===== src/rtl/pipelined_adder_pkg.sv =====
// rtl/pipelined_adder_pkg.sv - shared mode encodings and stage-count derivation
package pipelined_adder_pkg;

    localparam logic MODE_ADD = 1'b0;
    localparam logic MODE_SUB = 1'b1;

    function automatic int stages_of(input int width, input int seg);
        return width / seg;
    endfunction

endpackage


===== src/rtl/adder_stage.sv =====
// rtl/adder_stage.sv - one SEG-bit segment of the add/sub chain with its pipeline registers
module adder_stage
    import pipelined_adder_pkg::*;
#(
    parameter int WIDTH = 8,
    parameter int SEG   = 4,
    parameter int IDX   = 0
) (
    input  logic             clk,
    input  logic             reset,
    input  logic             en,
    input  logic             prev_valid,
    input  logic             prev_sub,
    input  logic             prev_carry,
    input  logic [WIDTH-1:0] prev_a,
    input  logic [WIDTH-1:0] prev_b,
    input  logic [WIDTH-1:0] prev_r,
    output logic             valid,
    output logic             sub,
    output logic             carry,
    output logic [WIDTH-1:0] a,
    output logic [WIDTH-1:0] b,
    output logic [WIDTH-1:0] r
);

    logic [SEG-1:0]   a_seg;
    logic [SEG-1:0]   b_seg;
    logic [SEG:0]     seg_sum;
    logic [WIDTH-1:0] next_r;

    // Subtraction inverts B here; the +1 enters as stage 0's carry-in.
    assign a_seg   = prev_a[IDX*SEG +: SEG];
    assign b_seg   = prev_b[IDX*SEG +: SEG] ^ {SEG{prev_sub == MODE_SUB}};
    assign seg_sum = {1'b0, a_seg} + {1'b0, b_seg} + {{SEG{1'b0}}, prev_carry};

    always_comb begin
        next_r                   = prev_r;
        next_r[IDX*SEG +: SEG]   = seg_sum[SEG-1:0];
    end

    always_ff @(posedge clk) begin
        if (reset) begin
            valid <= 1'b0;
            sub   <= 1'b0;
            carry <= 1'b0;
            a     <= '0;
            b     <= '0;
            r     <= '0;
        end else if (en) begin
            valid <= prev_valid;
            sub   <= prev_sub;
            carry <= seg_sum[SEG];
            a     <= prev_a;
            b     <= prev_b;
            r     <= next_r;
        end
    end

endmodule


===== src/rtl/pipelined_adder.sv =====
// rtl/pipelined_adder.sv - segmented pipelined add/sub with carry/borrow and overflow flags
module pipelined_adder
    import pipelined_adder_pkg::*;
#(
    parameter int WIDTH = 8,
    parameter int SEG   = 4
) (
    input  logic             clk,
    input  logic             reset,
    input  logic             in_valid,
    output logic             in_ready,
    input  logic [WIDTH-1:0] a,
    input  logic [WIDTH-1:0] b,
    input  logic             sub,
    output logic             out_valid,
    input  logic             out_ready,
    output logic [WIDTH:0]   sum,
    output logic             ovf
);

    localparam int STAGES = stages_of(WIDTH, SEG);

    generate
        if ((WIDTH % SEG) != 0) begin : g_bad_width
            $error("pipelined_adder: WIDTH must be a multiple of SEG");
        end
    endgenerate

    logic             adv;
    logic [STAGES:0]  pv;
    logic [STAGES:0]  ps;
    logic [STAGES:0]  pc;
    logic [WIDTH-1:0] pa [STAGES+1];
    logic [WIDTH-1:0] pb [STAGES+1];
    logic [WIDTH-1:0] pr [STAGES+1];

    // Whole pipeline moves in lockstep; bubbles are carried, not squeezed out.
    assign adv      = !out_valid || out_ready;
    assign in_ready = adv;

    assign pv[0] = in_valid;
    assign ps[0] = sub;
    assign pc[0] = (sub == MODE_SUB);
    assign pa[0] = a;
    assign pb[0] = b;
    assign pr[0] = '0;

    genvar k;
    generate
        for (k = 0; k < STAGES; k++) begin : g_stage
            adder_stage #(
                .WIDTH (WIDTH),
                .SEG   (SEG),
                .IDX   (k)
            ) u_stage (
                .clk        (clk),
                .reset      (reset),
                .en         (adv),
                .prev_valid (pv[k]),
                .prev_sub   (ps[k]),
                .prev_carry (pc[k]),
                .prev_a     (pa[k]),
                .prev_b     (pb[k]),
                .prev_r     (pr[k]),
                .valid      (pv[k+1]),
                .sub        (ps[k+1]),
                .carry      (pc[k+1]),
                .a          (pa[k+1]),
                .b          (pb[k+1]),
                .r          (pr[k+1])
            );
        end
    endgenerate

    logic a_msb;
    logic b_msb;
    logic r_msb;
    logic last_sub;

    assign a_msb    = pa[STAGES][WIDTH-1];
    assign b_msb    = pb[STAGES][WIDTH-1];
    assign r_msb    = pr[STAGES][WIDTH-1];
    assign last_sub = (ps[STAGES] == MODE_SUB);

    assign out_valid = pv[STAGES];
    // Carry-out of A + ~B + 1 is the inverse of borrow.
    assign sum       = {pc[STAGES] ^ last_sub, pr[STAGES]};
    assign ovf       = ((a_msb == b_msb) ^ last_sub) && (r_msb != a_msb);

    logic unused_ok;
    assign unused_ok = ^{pa[STAGES], pb[STAGES]};

endmodule


===== config.mk =====
export PLATFORM = sky130hd
export DESIGN_NAME = pipelined_adder
export DESIGN_NICKNAME = d
export VERILOG_FILES = /design/src/rtl/pipelined_adder_pkg.sv /design/src/rtl/adder_stage.sv /design/src/rtl/pipelined_adder.sv
export SDC_FILE = /design/constraint.sdc
export NUM_CORES = 1
export LEC_CHECK = 0
export ABC_AREA = 1
export BUFFER_PORTS_ARGS = -buffer_cell sky130_fd_sc_hd__buf_2
export CAP_MARGIN = 15
export CORE_ASPECT_RATIO = 1.75
export CORE_UTILIZATION = 50
export CTS_CLUSTER_DIAMETER = 120
export DETAILED_ROUTE_END_ITERATION = 10
export HOLD_SLACK_MARGIN = 0.03
export PLACE_DENSITY = 0.83
export SLEW_MARGIN = 20
export SYNTH_ARGS = -nofsm -noshare
export SYNTH_HDL_FRONTEND = slang
export SYNTH_SLANG_ARGS = --single-unit

===== constraint.sdc =====
create_clock -name clk -period 2.9 [get_ports clk]
set_clock_uncertainty 0.1 [all_clocks]
set_input_delay 0.29 -clock clk [delete_from_list [all_inputs] [get_ports clk]]
set_output_delay 0.29 -clock clk [all_outputs]
set_load 0.01 [all_outputs]

==> results.cfg, run 1 <==
[clocking]
clk_latency_ns = 0.27
cts.sink_count = 28
cts_tree = yes
post-cts-setup-buffers = 0
cts_resized = 0
root_buffer = clkbuf_8
clkTransAtPathRegs_ns = 0.09
hold_buffers = 0
cts_buffers = 3
clk_path_buf_depth = 2
htree_levels = 1

[place]
hpwl_mm = 1.83
placed_area_sq_um = 1490
numPortBuffers = 32
gp_routability_congestion = 0.702

[worst_hold_path]
hold_start = reset
hp-class = in -> reg
whs_path_depth = 2
whs_endpoint = g_stage[1].u_stage.valid

[layout]
antennaDiodeCount = 0
layout_commonest_cell = nor2_1
drive_gt1_share_pct = 21.4
final.fill_count = 251
final_nets = 227
layout_common_cells = 41 x nor2_1, 32 x buf_2, 28 x dfxtp_1
area_delta_synth_final_pct = 15.1
finalInstanceArea_sq_um = 1540

[floorplanning]
die-area_sq_um = 2900
core-area_sq_um = 2520
die_w_um = 41.2
initial_core_util_pct = 53.2
die_h_um = 70.5
num_rows = 24
io_pins = 33

[timing]
setup_viol = 0
rsz0062_at_grt = no
setup-tns-final_ns = 0
max_freq_mhz = 500
holdWs_ns = 0.109
slew_viol_final = 0
hold_violations = 0
worstMarginPinSlew_ns = 0.560
slew_headroom_pct = 62.6
min_period_ns = 2.00
fin_crit_sh_pct = 69.0

[setup_path]
cp.buffers_inverters = 3
reg2reg_from = g_stage[0].u_stage.sub
cp_slowest_cell = nor2_4
path_delay_family = buffers and inverters
r2r_setup_slack_ns = 0.99
ff2ff_path_depth = 8
cp.required_ns = 2.51
worstSetupPathType = reg -> out
cp-start-kind = register
path_max_fanout = 32
cp.depth = 4
cp-end-kind = output pin
crit_chain = inv_1, nor2_4, inv_2, buf_2
slowest_delay_ns = 0.37
r2r_end = g_stage[1].u_stage.carry
arrival_ns = 1.61

[status]
status = complete, no violations

[global_route]
grt_start_max_net_pins = 33
grt_pass1_vias = 1043
grt_pass1_wl_mm = 3.93
antenna_found_initial = 0
globalRouteOverflowTotal = 0
track_usage_pct = 19.1

[detailed_routing]
drc = 0
vias_per_cell = 5.07
wl_per_cell_um = 10.9
dr.pass1.iters = 4
drtIter0Drc = 39
vias = 1126
wl_mm = 2.42
drtAntennaViolNets = 0

[synth]
yosys.area_share.simple_pct = 17.4
synth_compound_area_share_pct = 16.1
synth.yosys.seq_area_share_pct = 41.8
synth_nets = 198
synth_area_sq_um = 1340
yosysWarnings = 0
synthAdderAreaFrac_pct = 10.1
synth_top_family_by_area = simple AND/OR/NAND/NOR gates
yosys.area_share.xor_xnor_pct = 7.84
syn_avg_cell_area_sq_um = 7.98
synth_cell_type_count = 20
postSynthCellCount = 168
muxShareOfSynthArea_pct = 0
synth-seq-cells = 28

[flow_run]
maxCapViolCount = 0

[pwr]
p_leak_nw = 0.789
peakVddDrop_uv = 408
p_per_area_nw_per_um2 = 567
## final cells by class
type                            count  area, sq um  share of cell area, %
Clock buffer                        4         55.1                   3.57
Multi-Input combinational cell    120          691                   44.7
Inverter                           12         45.0                   2.92
Sequential cell                    28          561                   36.3
Timing Repair Buffer               32          160                   10.4
Tap cell                           26         32.5                   2.11
## worst max-delay path by stage
stage,from,endpoint,slack (ns)
after CTS,g_stage[1].u_stage.valid,in_ready,0.89
after global routing,g_stage[1].u_stage.valid,in_ready,0.73
after detailed placement,g_stage[0].u_stage.sub,g_stage[1].u_stage.carry,1.01
after global placement,g_stage[0].u_stage.sub,g_stage[1].u_stage.r[5],1.07
final,g_stage[1].u_stage.valid,in_ready,0.90
after floorplan,g_stage[0].u_stage.sub,g_stage[1].u_stage.r[5],1.11
## cells by family (layout without fill, tap and decap cells)
kind of cell / Yosys count / after routing
xor gates and xnor gates: 12 / 12
DFF: 28 / 28
buffers and inverters: 20 / 48
AOI/OAI and AO/OA: 42 / 42
and+or+nand+nor: 57 / 57
adders and majority gates: 9 / 9
## routing by layer
| metal | global-route usage [%] | wire (um) | vias up |
|---|---|---|---|
| li1 | - | - | 595 |
| met1 | 19.1 | 978 | 500 |
| met2 | 33.7 | 1300 | 26 |
| met3 | 3.17 | 88 | 5 |
| met4 | 9.68 | 51 | 0 |
| met5 | 0 | 0 | - |
## flip-flops by register name, summed over array words and instances, names as in the netlist
name	flops
g_stage.u_stage.a	5
g_stage.u_stage.b	5
g_stage.u_stage.carry	2
g_stage.u_stage.r	12
g_stage.u_stage.sub	2
g_stage.u_stage.valid	2
## power by group
part	internal [mW]	switching [mW]
logic	0.0834	0.106
registers	0.425	0.0229
clock network	0.122	0.116
## through the flow
step	cells	util, %	worst slack [ns]	total power [mW]
6_report	222	61.2	0.898	0.875
5_1_grt	222	61.2	0.734	0.932
4_1_cts	222	61.2	0.887	0.883
3_5_place_dp	218	59.0	1.01	0.650
3_3_place_gp	218	59.0	1.07	0.643
2_1_floorplan	168	-	1.11	0.588
## synthesized netlist by cell type (all sizes together)
cell     n  area share (%)
nor2    42              12
dfxtp   28              42
o21ai   27              10
a21oi   14             5.5
inv     12             3.4
nand2   11             3.6
buf      7             3.1
xor2     7             4.6
ha       6             5.6
xnor2    5             3.3
fa       3             4.5
nand3    3             1.1
clkbuf   1            0.28
nor3     1            0.37
o21bai   1            0.56
No activity file was read; power rests on OpenSTA's default activity.
==> run 2: changes to the inputs <==
--- a/config.mk
+++ b/config.mk
@@ -5,7 +5,7 @@
 export SDC_FILE = /design/constraint.sdc
 export NUM_CORES = 1
 export LEC_CHECK = 0
-export ABC_AREA = 1
+export ABC_AREA = 0
 export BUFFER_PORTS_ARGS = -buffer_cell sky130_fd_sc_hd__buf_2
 export CAP_MARGIN = 15
 export CORE_ASPECT_RATIO = 1.75
@@ -13,7 +13,7 @@
 export CTS_CLUSTER_DIAMETER = 120
 export DETAILED_ROUTE_END_ITERATION = 10
 export HOLD_SLACK_MARGIN = 0.03
-export PLACE_DENSITY = 0.83
+export PLACE_DENSITY = 0.82
 export SLEW_MARGIN = 20
 export SYNTH_ARGS = -nofsm -noshare
 export SYNTH_HDL_FRONTEND = slang
==> constraint.sdc (replaced) <==
create_clock -name clk -period 1.9 [get_ports clk]
set_clock_uncertainty 0.1 [all_clocks]
set_input_delay 0.19 -clock clk [delete_from_list [all_inputs] [get_ports clk]]
set_output_delay 0.19 -clock clk [all_outputs]
set_load 0.01 [all_outputs]
==> results.cfg, run 2 <==
[pwr]
p_sw_uw = 349
power.share.sequential_pct = 53.1
p_leak_nw = 0.742
p_per_area_nw_per_um2 = 804
sw_frac_of_total_pct = 27.4
clkPwrFrac_pct = 24.2
power.total_mw = 1.27
power_frac_comb_pct = 22.7
internal_power_uw = 924
peakVddDrop_uv = 485

[layout]
largest_register_ffs = 12
fin_cells = 211
layout_common_cells = 39 x nand2_1, 32 x buf_2, 26 x dfxtp_1
layout_commonest_cell = nand2_1
final_nets = 217
drive_gt1_share_pct = 25.9
top_regs = g_stage.u_stage.r x12, g_stage.u_stage.a x5, g_stage.u_stage.b x5
final_util_pct = 62.1
max_flop_register = g_stage.u_stage.r
final.fill_count = 217
antennaDiodeCount = 0
area_delta_synth_final_pct = 15.4
regArea_sq_um = 563
multiInputGateArea_sq_um = 757

[clocking]
clk_path_buf_depth = 2
cts.sink_count = 28
cts_tree = yes
post-cts-setup-buffers = 0
clkTransAtPathRegs_ns = 0.09
clk_latency_ns = 0.26
root_buffer = clkbuf_8
cts_buffers = 3
htree_levels = 1

[floorplanning]
io_pins = 33
die_h_um = 71.3
num_rows = 24
initial_core_util_pct = 53.8
die_w_um = 41.6
core-area_sq_um = 2550
die-area_sq_um = 2970

[setup_path]
cp-start-kind = register
crit_chain = xnor2_2, fa_2, inv_1, fa_2, a21o_1, a211oi_2, nor3_1
path_max_fanout = 2
cp.required_ns = 1.93
arrival_ns = 1.88
cp_common_cell = fa_2
worstSetupPathType = reg -> reg
cp_slowest_cell = fa_2
slowest_delay_ns = 0.35
cp-end-kind = register

[place]
dpl.cell_count = 208
gp_routability_congestion = 0.708
hpwl_mm = 1.93
numPortBuffers = 32

[synth]
ys_top_cells_by_area = dfxtp_1 41%, nand2_1 11%, a21oi_1 7.3%
synth_compound_area_share_pct = 16.0
synth_area_sq_um = 1370
synth_cell_type_count = 30
synth_ff_type = dfxtp_1
yosys.area_share.simple_pct = 19.2
synth_top_family_by_area = simple AND/OR/NAND/NOR gates
syn_avg_cell_area_sq_um = 8.69
synth.yosys.seq_area_share_pct = 40.8
yosys.area_share.xor_xnor_pct = 7.66
synth-seq-cells = 28
yosysTopAreaCell = dfxtp_1
muxShareOfSynthArea_pct = 1.09
post-synth-top-count-cell = nand2_1
async_flop_share_pct = 0
synthAdderAreaFrac_pct = 9.85
postSynthCellCount = 158
synth_top_area_share_pct = 40.8
yosysWarnings = 0
synth_edf_count = 0
yosys-top-cells-count = 39 x nand2_1, 28 x dfxtp_1, 20 x a21oi_1
synth_nets = 188

[global_route]
globalRouteOverflowTotal = 0
grt_start_max_net_pins = 33
track_usage_pct = 18.1
grt_pass1_vias = 1121
grt_pass1_wl_mm = 4.38
antenna_found_initial = 0

[detailed_routing]
vias = 1155
drc = 0
vias_per_cell = 5.47
wl_per_cell_um = 12.2
drtIter0Drc = 29
dr.pass1.iters = 4
wl_mm = 2.58
drtAntennaViolNets = 0

[timing]
holdWs_ns = 0.0596
min_period_ns = 1.85
fin_crit_sh_pct = 97.3
setup-tns-final_ns = 0
max_freq_mhz = 541
slew_viol_final = 0
slew_headroom_pct = 63.8
worstMarginPinSlew_ns = 0.543
hold_violations = 0
setup_viol = 0
rsz0062_at_grt = yes

[flow_run]
maxCapViolCount = 0

[status]
status = complete, no violations

[worst_hold_path]
hp-class = in -> reg
run 2: critical path: cells and delay by family (launching register included):
kind / cells / cell delay (ns)
adders and majority gates: 2 / 0.57
AOI/OAI and AO/OA: 2 / 0.40
DFF: 1 / 0.34
xor gates and xnor gates: 1 / 0.17
and+or+nand+nor: 1 / 0.08
buffers and inverters: 1 / 0.06
run 2: routing by layer:
metal | vias to the layer above | track usage, % | wire length [um]
li1 | 584 | - | -
met1 | 536 | 18.9 | 1020
met2 | 31 | 35.2 | 1430
met3 | 4 | 1.51 | 87
met4 | 0 | 7.89 | 42
met5 | - | 0 | 0
run 2: final cells by class:
type | instances | share of cell area, %
clock buffers | 3 | 2.61
inverters | 4 | 0.948
multi-input cells | 116 | 47.8
flip-flops and latches | 28 | 35.5
well taps | 26 | 2.05
repair buffers | 34 | 11.1
run 2: kinds of logic after synthesis:
group,count (synthesis)
simple gates,59
compound gates,35
flops,28
buf+inv,14
xor+xnor,12
fa+ha+maj,9
mux,1
run 2: power by group through the flow:
| stage | combinational [mW] | clock [mW] | sequential, mW |
|---|---|---|---|
| 2_1_floorplan | 0.186 | 0 | 0.695 |
| 3_3_place_gp | 0.269 | 0 | 0.686 |
| 3_5_place_dp | 0.283 | 0 | 0.689 |
| 4_1_cts | 0.290 | 0.320 | 0.676 |
| 5_1_grt | 0.321 | 0.341 | 0.684 |
| 6_report | 0.289 | 0.308 | 0.676 |
run 2: what timing repair did:
item,in CTS,in global routing
cloned,0,0
hold buffers,0,0
hold endpoints to repair,0,0
pin swaps,2,2
setup endpoints to repair,1,2
gates resized for setup,4,2
run 2: stage by stage:
| stage | setup slack (ns) | instance area (sq um) |
|---|---|---|
| global placement | 0.0879 | 1520 |
| detailed placement | -0.0277 | 1520 |
| finish | 0.0511 | 1580 |
| global route | -0.0159 | 1580 |
| CTS | 0.0131 | 1580 |
| floorplan | 0.00716 | 1370 |
run 2: path summary, 6_finish.rpt:
check | start | depth (start not counted) | slack, ns | to
min | b[5] | 3 | 0.06 | g_stage[0].u_stage.b[5]
max | g_stage[0].u_stage.sub | 7 | 0.05 | g_stage[1].u_stage.carry
min reg2reg | g_stage[1].u_stage.r[5] | 2 | 0.35 | g_stage[1].u_stage.r[5]
max reg2reg | g_stage[0].u_stage.sub | 7 | 0.05 | g_stage[1].u_stage.carry
==> run 3: changes to the inputs <==
--- a/config.mk
+++ b/config.mk
@@ -9,6 +9,7 @@
 export BUFFER_PORTS_ARGS = -buffer_cell sky130_fd_sc_hd__buf_2
 export CAP_MARGIN = 15
 export CORE_ASPECT_RATIO = 1.75
+export CORE_MARGIN = 2
 export CORE_UTILIZATION = 50
 export CTS_CLUSTER_DIAMETER = 120
 export DETAILED_ROUTE_END_ITERATION = 10
==> results.cfg, run 3 (same netlist as run 2, synthesis figures left out) <==
[detailed_routing]
drtIter0Drc = 16
wl_mm = 2.70
drtAntennaViolNets = 0
vias = 1148
drc = 0
vias_per_cell = 5.39
wl_per_cell_um = 12.7
dr.pass1.iters = 4

[clocking]
post-cts-setup-buffers = 0
hold_buffers = 0
cts_tree = yes
htree_levels = 1
cts_buffers = 3
root_buffer = clkbuf_8
clkTransAtPathRegs_ns = 0.09
clk_latency_ns = 0.27
clk_path_buf_depth = 2
cts.sink_count = 28

[pwr]
peakVddDrop_uv = 572
p_per_area_nw_per_um2 = 829
p_leak_nw = 0.749

[setup_path]
cp.buffers_inverters = 1
cp-start-kind = register
crit_chain = buf_4, xor2_1, ha_1, nand3b_1, a2111o_1, o211ai_1
cp_slowest_cell = a2111o_1
arrival_ns = 1.94
path_max_fanout = 5
worstSetupPathType = reg -> reg
cp-end-kind = register
cp.required_ns = 2.00
slowest_delay_ns = 0.40
path_delay_family = compound AO/OA/AOI/OAI gates

[layout]
fin_cells = 213
antennaDiodeCount = 0
final_util_pct = 60.1
top_regs = g_stage.u_stage.r x12, g_stage.u_stage.a x5, g_stage.u_stage.b x5
final.fill_count = 238
layout_common_cells = 39 x nand2_1, 32 x buf_2, 26 x dfxtp_1
drive_gt1_share_pct = 26.3
max_flop_register = g_stage.u_stage.r
regArea_sq_um = 563
multiInputGateArea_sq_um = 757
final_nets = 217
area_delta_synth_final_pct = 16.5
finalInstanceArea_sq_um = 1600
largest_register_ffs = 12
layout_commonest_cell = nand2_1

[timing]
max_freq_mhz = 544
slew_headroom_pct = 63.6
slew_viol_final = 0
worstMarginPinSlew_ns = 0.546
min_period_ns = 1.84
setup-tns-final_ns = 0
hold_violations = 0
fin_crit_sh_pct = 96.7
rsz0062_at_grt = no
holdWs_ns = 0.0479
setup_viol = 0

[floorplanning]
die_w_um = 43.6
io_pins = 33
die-area_sq_um = 3200
num_rows = 25
initial_core_util_pct = 51.6
die_h_um = 73.3
core-area_sq_um = 2660

[global_route]
globalRouteOverflowTotal = 0
grt_pass1_wl_mm = 4.53
antenna_found_initial = 0
grt_start_max_net_pins = 33
track_usage_pct = 18.4
grt_pass1_vias = 1166

[place]
numPortBuffers = 32
dpl.cell_count = 209
gp_routability_congestion = 0.738
placed_area_sq_um = 1520
hpwl_mm = 2.00

[worst_hold_path]
hp-class = in -> reg

[flow_run]
maxCapViolCount = 0

[status]
status = complete, no violations
-- run 3: cell count changes in the layout (fill, tap and decap cells not counted) --
cell / previous run / this run
clkbuf_8: 3 / 4
-- run 3: worst register-to-register path, stage by stage (launching register included) --
cell and delay [ns]:
dfxtp_2 0.35, buf_4 0.16, xor2_1 0.16, ha_1 0.37
nand3b_1 0.14, a2111o_1 0.40, o211ai_1 0.09
-- run 3: power breakdown --
part | leakage [nW] | internal [mW] | switching, mW
Combinational | 0.488 | 0.136 | 0.149
Clock | 0.0288 | 0.186 | 0.179
Sequential | 0.233 | 0.644 | 0.0315
Total | 0.749 | 0.966 | 0.359
-- run 3: layer usage --
layer | track usage, % | routed length, um | vias to the layer above
li1 | - | - | 584
met1 | 17.4 | 1030 | 528
met2 | 35.1 | 1490 | 27
met3 | 2.70 | 93 | 9
met4 | 11.1 | 85 | 0
met5 | 0 | 0 | -
-- run 3: repair_timing --
| item | CTS | global route |
|---|---|---|
| pin swaps | 1 | 0 |
| endpoints found under the setup margin | 1 | 1 |
| hold endpoints to repair | 0 | 0 |
| resized for setup | 2 | 4 |
| cloned | 0 | 0 |
-- run 3: area by class of cell --
type,instances,share of cell area [%]
Tap cell,27,2.11
Timing Repair Buffer,34,11.0
Sequential cell,28,35.2
Inverter,4,0.939
Clock buffer,4,3.44
Multi-Input combinational cell,116,47.3
-- run 3: worst paths after layout --
path,start,to,slack (ns),cells after the start
max reg2reg,g_stage[0].u_stage.sub,g_stage[1].u_stage.r[7],0.06,6
max,g_stage[0].u_stage.sub,g_stage[1].u_stage.r[7],0.06,6
min,a[7],g_stage[0].u_stage.a[7],0.05,3
min reg2reg,g_stage[1].u_stage.r[5],g_stage[1].u_stage.r[5],0.35,2
-- run 3: metrics by stage --
step / power [mW] / worst slack (ns)
2_1_floorplan: 0.880 / 0.00716
4_1_cts: 1.33 / 0.0498
5_1_grt: 1.39 / 0.00162
6_report: 1.33 / 0.0632
3_3_place_gp: 0.955 / 0.0855
3_5_place_dp: 0.970 / 0.00737
